<file path="src/rtl/show_pkg.sv">
// Shared types and constants for the Simon Says sequence playback block.
package show_pkg;

    typedef enum logic [1:0] {
        S_IDLE = 2'd0,
        S_ON   = 2'd1,
        S_OFF  = 2'd2,
        S_DONE = 2'd3
    } show_state_e;

    localparam int COLOUR_W        = 2;
    localparam int LED_W           = 4;
    localparam int MAX_SEQ_LEN     = 16;
    localparam int SEQ_W           = COLOUR_W * MAX_SEQ_LEN;
    localparam int IDX_W           = $clog2(MAX_SEQ_LEN);

    localparam int DEF_ON_CYCLES   = 4;
    localparam int DEF_OFF_CYCLES  = 2;
    localparam int DEF_TONE_DIV    = 8;

    function automatic logic [LED_W-1:0] colour_to_led(input logic [COLOUR_W-1:0] code);
        return LED_W'(1) << code;
    endfunction

endpackage

</file>
<file path="src/rtl/show_timer.sv">
// Loadable down counter that halts at zero; zero flag is combinational from the count.
module show_timer #(
    parameter int W = 2
) (
    input  logic         clk,
    input  logic         rst_n,
    input  logic         load,
    input  logic [W-1:0] load_val,
    output logic         zero
);

    logic [W-1:0] count_q;

    always_ff @(posedge clk or negedge rst_n) begin
        if (!rst_n) begin
            count_q <= '0;
        end else if (load) begin
            count_q <= load_val;
        end else if (count_q != '0) begin
            count_q <= count_q - 1'b1;
        end
    end

    assign zero = (count_q == '0);

endmodule

</file>
<file path="src/rtl/show_state.sv">
// Plays a latched colour sequence as one-hot LED pulses separated by dark gaps.
// Optional buzzer divider is built only when SHOW_TONE_EN is defined.
module show_state
    import show_pkg::*;
#(
    parameter int ON_CYCLES  = DEF_ON_CYCLES,
    parameter int OFF_CYCLES = DEF_OFF_CYCLES,
    parameter int TONE_DIV   = DEF_TONE_DIV
) (
    input  logic                clk,
    input  logic                rst_n,
    input  logic                rst_SHOW,
    input  logic                en_SHOW,
    input  logic [SEQ_W-1:0]    seq_val,
    input  logic [IDX_W-1:0]    seq_len,
    output logic [LED_W-1:0]    colour_led,
    output logic [COLOUR_W-1:0] colour_val,
    output logic                busy,
    output logic                complete_SHOW,
    output logic                tone
);

    localparam int TMR_MAX = (ON_CYCLES > OFF_CYCLES) ? ON_CYCLES : OFF_CYCLES;
    localparam int TMR_W   = (TMR_MAX > 1) ? $clog2(TMR_MAX) : 1;

    if (ON_CYCLES < 1 || OFF_CYCLES < 1 || TONE_DIV < 1) begin : g_param_err
        $error("show_state: ON_CYCLES, OFF_CYCLES and TONE_DIV must all be >= 1");
    end

    show_state_e         state_q, state_d;
    logic [IDX_W-1:0]    idx_q, idx_d;
    logic [SEQ_W-1:0]    seq_q, seq_d;
    logic [IDX_W-1:0]    len_q, len_d;
    logic [LED_W-1:0]    led_q, led_d;
    logic [COLOUR_W-1:0] val_q, val_d;
    logic                busy_q, busy_d;
    logic                cpl_q, cpl_d;
    logic [COLOUR_W-1:0] elem_d;

    logic                tmr_load;
    logic [TMR_W-1:0]    tmr_val;
    logic                tmr_zero;

    show_timer #(.W(TMR_W)) u_phase_timer (
        .clk      (clk),
        .rst_n    (rst_n),
        .load     (tmr_load),
        .load_val (tmr_val),
        .zero     (tmr_zero)
    );

    always_comb begin
        state_d  = state_q;
        idx_d    = idx_q;
        seq_d    = seq_q;
        len_d    = len_q;
        tmr_load = 1'b0;
        tmr_val  = '0;

        if (rst_SHOW) begin
            state_d  = S_IDLE;
            idx_d    = '0;
            tmr_load = 1'b1;
        end else begin
            case (state_q)
                S_IDLE: begin
                    if (en_SHOW) begin
                        seq_d    = seq_val;
                        len_d    = seq_len;
                        idx_d    = '0;
                        state_d  = S_ON;
                        tmr_load = 1'b1;
                        tmr_val  = TMR_W'(ON_CYCLES - 1);
                    end
                end
                S_ON: begin
                    if (tmr_zero) begin
                        state_d  = S_OFF;
                        tmr_load = 1'b1;
                        tmr_val  = TMR_W'(OFF_CYCLES - 1);
                    end
                end
                S_OFF: begin
                    if (tmr_zero) begin
                        if (idx_q == len_q) begin
                            state_d = S_DONE;
                        end else begin
                            idx_d    = idx_q + 1'b1;
                            state_d  = S_ON;
                            tmr_load = 1'b1;
                            tmr_val  = TMR_W'(ON_CYCLES - 1);
                        end
                    end
                end
                default: begin
                    state_d = S_IDLE;
                end
            endcase
        end
    end

    // Outputs are registered from the next state so they line up with it.
    always_comb begin
        elem_d = seq_d[{idx_d, 1'b0} +: COLOUR_W];
        led_d  = '0;
        val_d  = '0;
        busy_d = (state_d == S_ON) || (state_d == S_OFF);
        cpl_d  = (state_d == S_DONE);
        if (state_d == S_ON) begin
            led_d = colour_to_led(elem_d);
            val_d = elem_d;
        end
    end

    always_ff @(posedge clk or negedge rst_n) begin
        if (!rst_n) begin
            state_q <= S_IDLE;
            idx_q   <= '0;
            seq_q   <= '0;
            len_q   <= '0;
            led_q   <= '0;
            val_q   <= '0;
            busy_q  <= 1'b0;
            cpl_q   <= 1'b0;
        end else begin
            state_q <= state_d;
            idx_q   <= idx_d;
            seq_q   <= seq_d;
            len_q   <= len_d;
            led_q   <= led_d;
            val_q   <= val_d;
            busy_q  <= busy_d;
            cpl_q   <= cpl_d;
        end
    end

    assign colour_led    = led_q;
    assign colour_val    = val_q;
    assign busy          = busy_q;
    assign complete_SHOW = cpl_q;

`ifdef SHOW_TONE_EN
    localparam int TONE_W = $clog2(TONE_DIV * 8);

    logic              tone_load;
    logic              tone_zero;
    logic [TONE_W-1:0] tone_val;
    logic              tone_q, tone_d;

    show_timer #(.W(TONE_W)) u_tone_timer (
        .clk      (clk),
        .rst_n    (rst_n),
        .load     (tone_load),
        .load_val (tone_val),
        .zero     (tone_zero)
    );

    // Half-period scales with the colour code; restart on every ON entry.
    always_comb begin
        tone_val  = TONE_W'((TONE_DIV << elem_d) - 1);
        tone_load = (state_d == S_ON) && ((state_q != S_ON) || tone_zero);
        tone_d    = 1'b0;
        if ((state_d == S_ON) && (state_q == S_ON)) begin
            tone_d = tone_zero ? ~tone_q : tone_q;
        end
    end

    always_ff @(posedge clk or negedge rst_n) begin
        if (!rst_n) begin
            tone_q <= 1'b0;
        end else begin
            tone_q <= tone_d;
        end
    end

    assign tone = tone_q;
`else
    assign tone = 1'b0;
`endif

endmodule

</file>
<file path="config.mk">
export PLATFORM = sky130hd
export DESIGN_NAME = show_state
export DESIGN_NICKNAME = d
export VERILOG_FILES = /design/src/rtl/show_pkg.sv /design/src/rtl/show_timer.sv /design/src/rtl/show_state.sv
export SDC_FILE = /design/constraint.sdc
export NUM_CORES = 1
export LEC_CHECK = 0
export BUFFER_PORTS_ARGS = -buffer_cell sky130_fd_sc_hd__buf_2
export CORE_UTILIZATION = 44
export DETAILED_ROUTE_END_ITERATION = 6
export PLACE_DENSITY = 0.62
export SETUP_SLACK_MARGIN = 0.3
export SLEW_MARGIN = 5
export SYNTH_ARGS = -nofsm -noshare
export SYNTH_HDL_FRONTEND = slang
export SYNTH_SLANG_ARGS = --single-unit
</file>
<file path="constraint.sdc">
create_clock -name clk -period 3.74 [get_ports clk]
set_input_delay 0.374 -clock clk [delete_from_list [all_inputs] [get_ports clk]]
set_output_delay 0.374 -clock clk [all_outputs]
set_load 0.02 [all_outputs]
</file>
==> qor.yml <==
antenna_cells: 0
drv_cap: 0
via_count: 1689
start_kind: "register"
synth_top_cell_area_share_pct: 50.0
power.density_nw_per_um2: 498
drt_iter0_markers: 70
start_util_pct: 46.4
r2r_cells: 8
yosys_warnings: 0
min_period_ns: 2.90
setup.worst_path.end: "colour_led[2]"
layout-drive-gt1-share_pct: 40.3
grt_pass1_wl_um: 8100
setup_viol: 0
die_w_um: 78.9
post-route-util_pct: 53.2
drcViolationCount: 0
p_leak_nw: 1.41
setup_ws_ns: 0.843
final_nets: 296
port_buffers: 47
antenna_found_initial: 0
clockBufferDepth: 2
syn_area_per_cell_um2: 12.6
peakVddDrop_v: 0.000275
synth_flop_cell: "dfrtp_1"
design.core.area_um2: 5610
finalHoldViolCount: 0
cts_setup_buffers: 0
critical_path_class: "reg2reg"
met2_usage_pct: 26.8
cp.required_ns: 3.98
status: "finished clean"
synth_top_area_cell: "dfrtp_1"
design_area_um2: 2980
synth-seq-cells: 52
synthesis.nets: 250
clk_latency_ns: 0.30
rsz0062_at_grt: "no"
crit_path_max_fanout: 36
syn_inst: 206
rows: 27
ios: 49
dp.cells: 317
layout.cells.non_filler: 325
worstPathArrival_ns: 3.14
period_share_pct: 77.5
gp_congestion: 0.784
use_met3_pct: 3.91
grt_pass1_vias: 1689
fp.dieArea_um2: 6220
routed_wl_um: 4860
grt-busiest-layer: "met2"
dpl_cell_area_um2: 2890
end_kind: "register"
dp_hpwl_um: 3450
clk_pin_slew_ns: 0.10
reg2reg_to: "colour_led[2]"
fin_skew_ns: 0.00612
async_reset_ff_share_pct: 100
cts_tree: "yes"
startpoint: "state_q[1]"
grt_max_degree: 53
r2r_start: "state_q[1]"
syn-cell-area_um2: 2600
post_cts_resized: 0
syn2layout_area_growth_pct: 14.7
reg2reg_slack_ns: 0.84
cts_max_level: 2
tightest_slew_ns: 0.821
fmax_ghz: 0.345
ant_nets: 0
preCtsSetupSlack_ns: 0.827
yosys-top-cells-count: "52 x dfrtp_1, 33 x mux2_2, 13 x inv_1"
hold_buffers: 0
slew_viol_final: 0
vias_per_cell: 5.20
cts_sinks: 52
grt.total_usage_pct: 16.9
grt.met1_usage_pct: 23.6
grt_overflow: 0
synth_most_common_cell: "dfrtp_1"
dieHeight_um: 78.9
cts_root_buf: "clkbuf_8"
min_path_type: "in2async"
synth_area_leaders: "dfrtp_1 50%, mux2_2 14%, mux4_2 3.5%, mux2i_1 3.1%, ha_1 1.9%"
synth_cell_types: 47
ys_seq_area_share_pct: 50.0
synth_edf_count: 0
maxSlewHeadroom_pct: 43.9
cts_buffers: 5
routedWlPerCell_um: 15.0
first_pass_iters: 4
setup_tns_ns: 0
==> report_power, final <==
part,total [W],internal [W],switching [W]
registers,0.000743,0.000695,0.0000480
clock network,0.000335,0.000151,0.000184
logic,0.000407,0.000202,0.000205
==> worst min-delay path by stage <==
stage                     depth (start not counted)                  endpoint  slack [ns]  startpoint
after floorplan                                   0                      busy        0.08       rst_n
after global placement                            2                 seq_q[25]        0.46   seq_q[25]
after detailed placement                          2                 seq_q[27]        0.47   seq_q[27]
after CTS                                         2                      busy        0.20       rst_n
after global routing                              2  u_phase_timer.count_q[1]        0.25       rst_n
final                                             2                  len_q[3]        0.17       rst_n
==> worst max-delay path, stage by stage (launching register included) <==
cell and delay, ns:
dfrtp_1 0.52, nor3b_2 0.32, and2_1 0.16, buf_4 0.41
mux2_2 0.40, mux4_2 0.47, mux2i_1 0.16, mux2_2 0.21
and4_1 0.18
==> cell usage in the layout (no fill, tap or decap), types with 2 or more instances in the layout <==
cell / netlist / layout
a21o_1: 5 / 5
a21oi_1: 5 / 5
a32oi_1: 4 / 4
and2_1: 2 / 2
buf_2: 3 / 47
buf_4: 3 / 2
clkbuf_8: 0 / 6
dfrtp_1: 52 / 52
ha_1: 4 / 4
inv_1: 13 / 13
mux2_2: 33 / 33
mux2i_1: 8 / 8
mux4_2: 4 / 4
nand2_1: 3 / 3
nand2b_1: 3 / 3
nand3_1: 5 / 5
nand3b_1: 2 / 2
nor2_1: 7 / 7
nor2b_1: 4 / 4
nor3_1: 4 / 4
o211ai_1: 2 / 2
o21ai_0: 4 / 4
o31a_1: 2 / 2
or3_1: 5 / 5
xor2_1: 3 / 3
==> through the flow <==
stage               hold WS [ns]  power [W]
finish                     0.174    0.00148
CTS                        0.204    0.00151
detailed placement         0.474    0.00117
global placement           0.464    0.00116
global route               0.254    0.00158
floorplan                 0.0784    0.00106
==> state kept, by name, summed over array words and instances, names as in the netlist <==
register and count:
seq_q 32, colour_led 4, idx_q 4, len_q 4, colour_val 2, state_q 2, u_phase_timer.count_q 2, busy 1
complete_SHOW 1
==> cell type report <==
type,count,area (um2)
Clock buffer,7,86.3
Clock inverter,1,7.51
Fill cell,528,2630
Inverter,14,52.6
Multi-Input combinational cell,130,1190
Sequential cell,52,1300
Tap cell,72,90.1
Timing Repair Buffer,49,250
==> cell families (layout without fill, tap and decap cells) <==
logic type / after synthesis / in the layout / share of synthesized area (%)
buffers and inverters: 24 / 71 / 4.04
XOR/XNOR: 4 / 4 / 1.64
other: 1 / 1 / 0.144
AO/OA/AOI/OAI: 31 / 31 / 9.04
multiplexers: 48 / 48 / 22.7
AND/OR/NAND/NOR: 42 / 42 / 10.5
adder cells (fa/ha/maj): 4 / 4 / 1.92
flip-flops: 52 / 52 / 50.0
==> metal layers <==
| metal | part of all wire (%) | wire (um) |
|---|---|---|
| met5 | 0 | 0 |
| met4 | 0.95 | 46 |
| met3 | 4.4 | 214 |
| met2 | 46 | 2250 |
| met1 | 48 | 2350 |
Power figures use the tool's default switching activity.
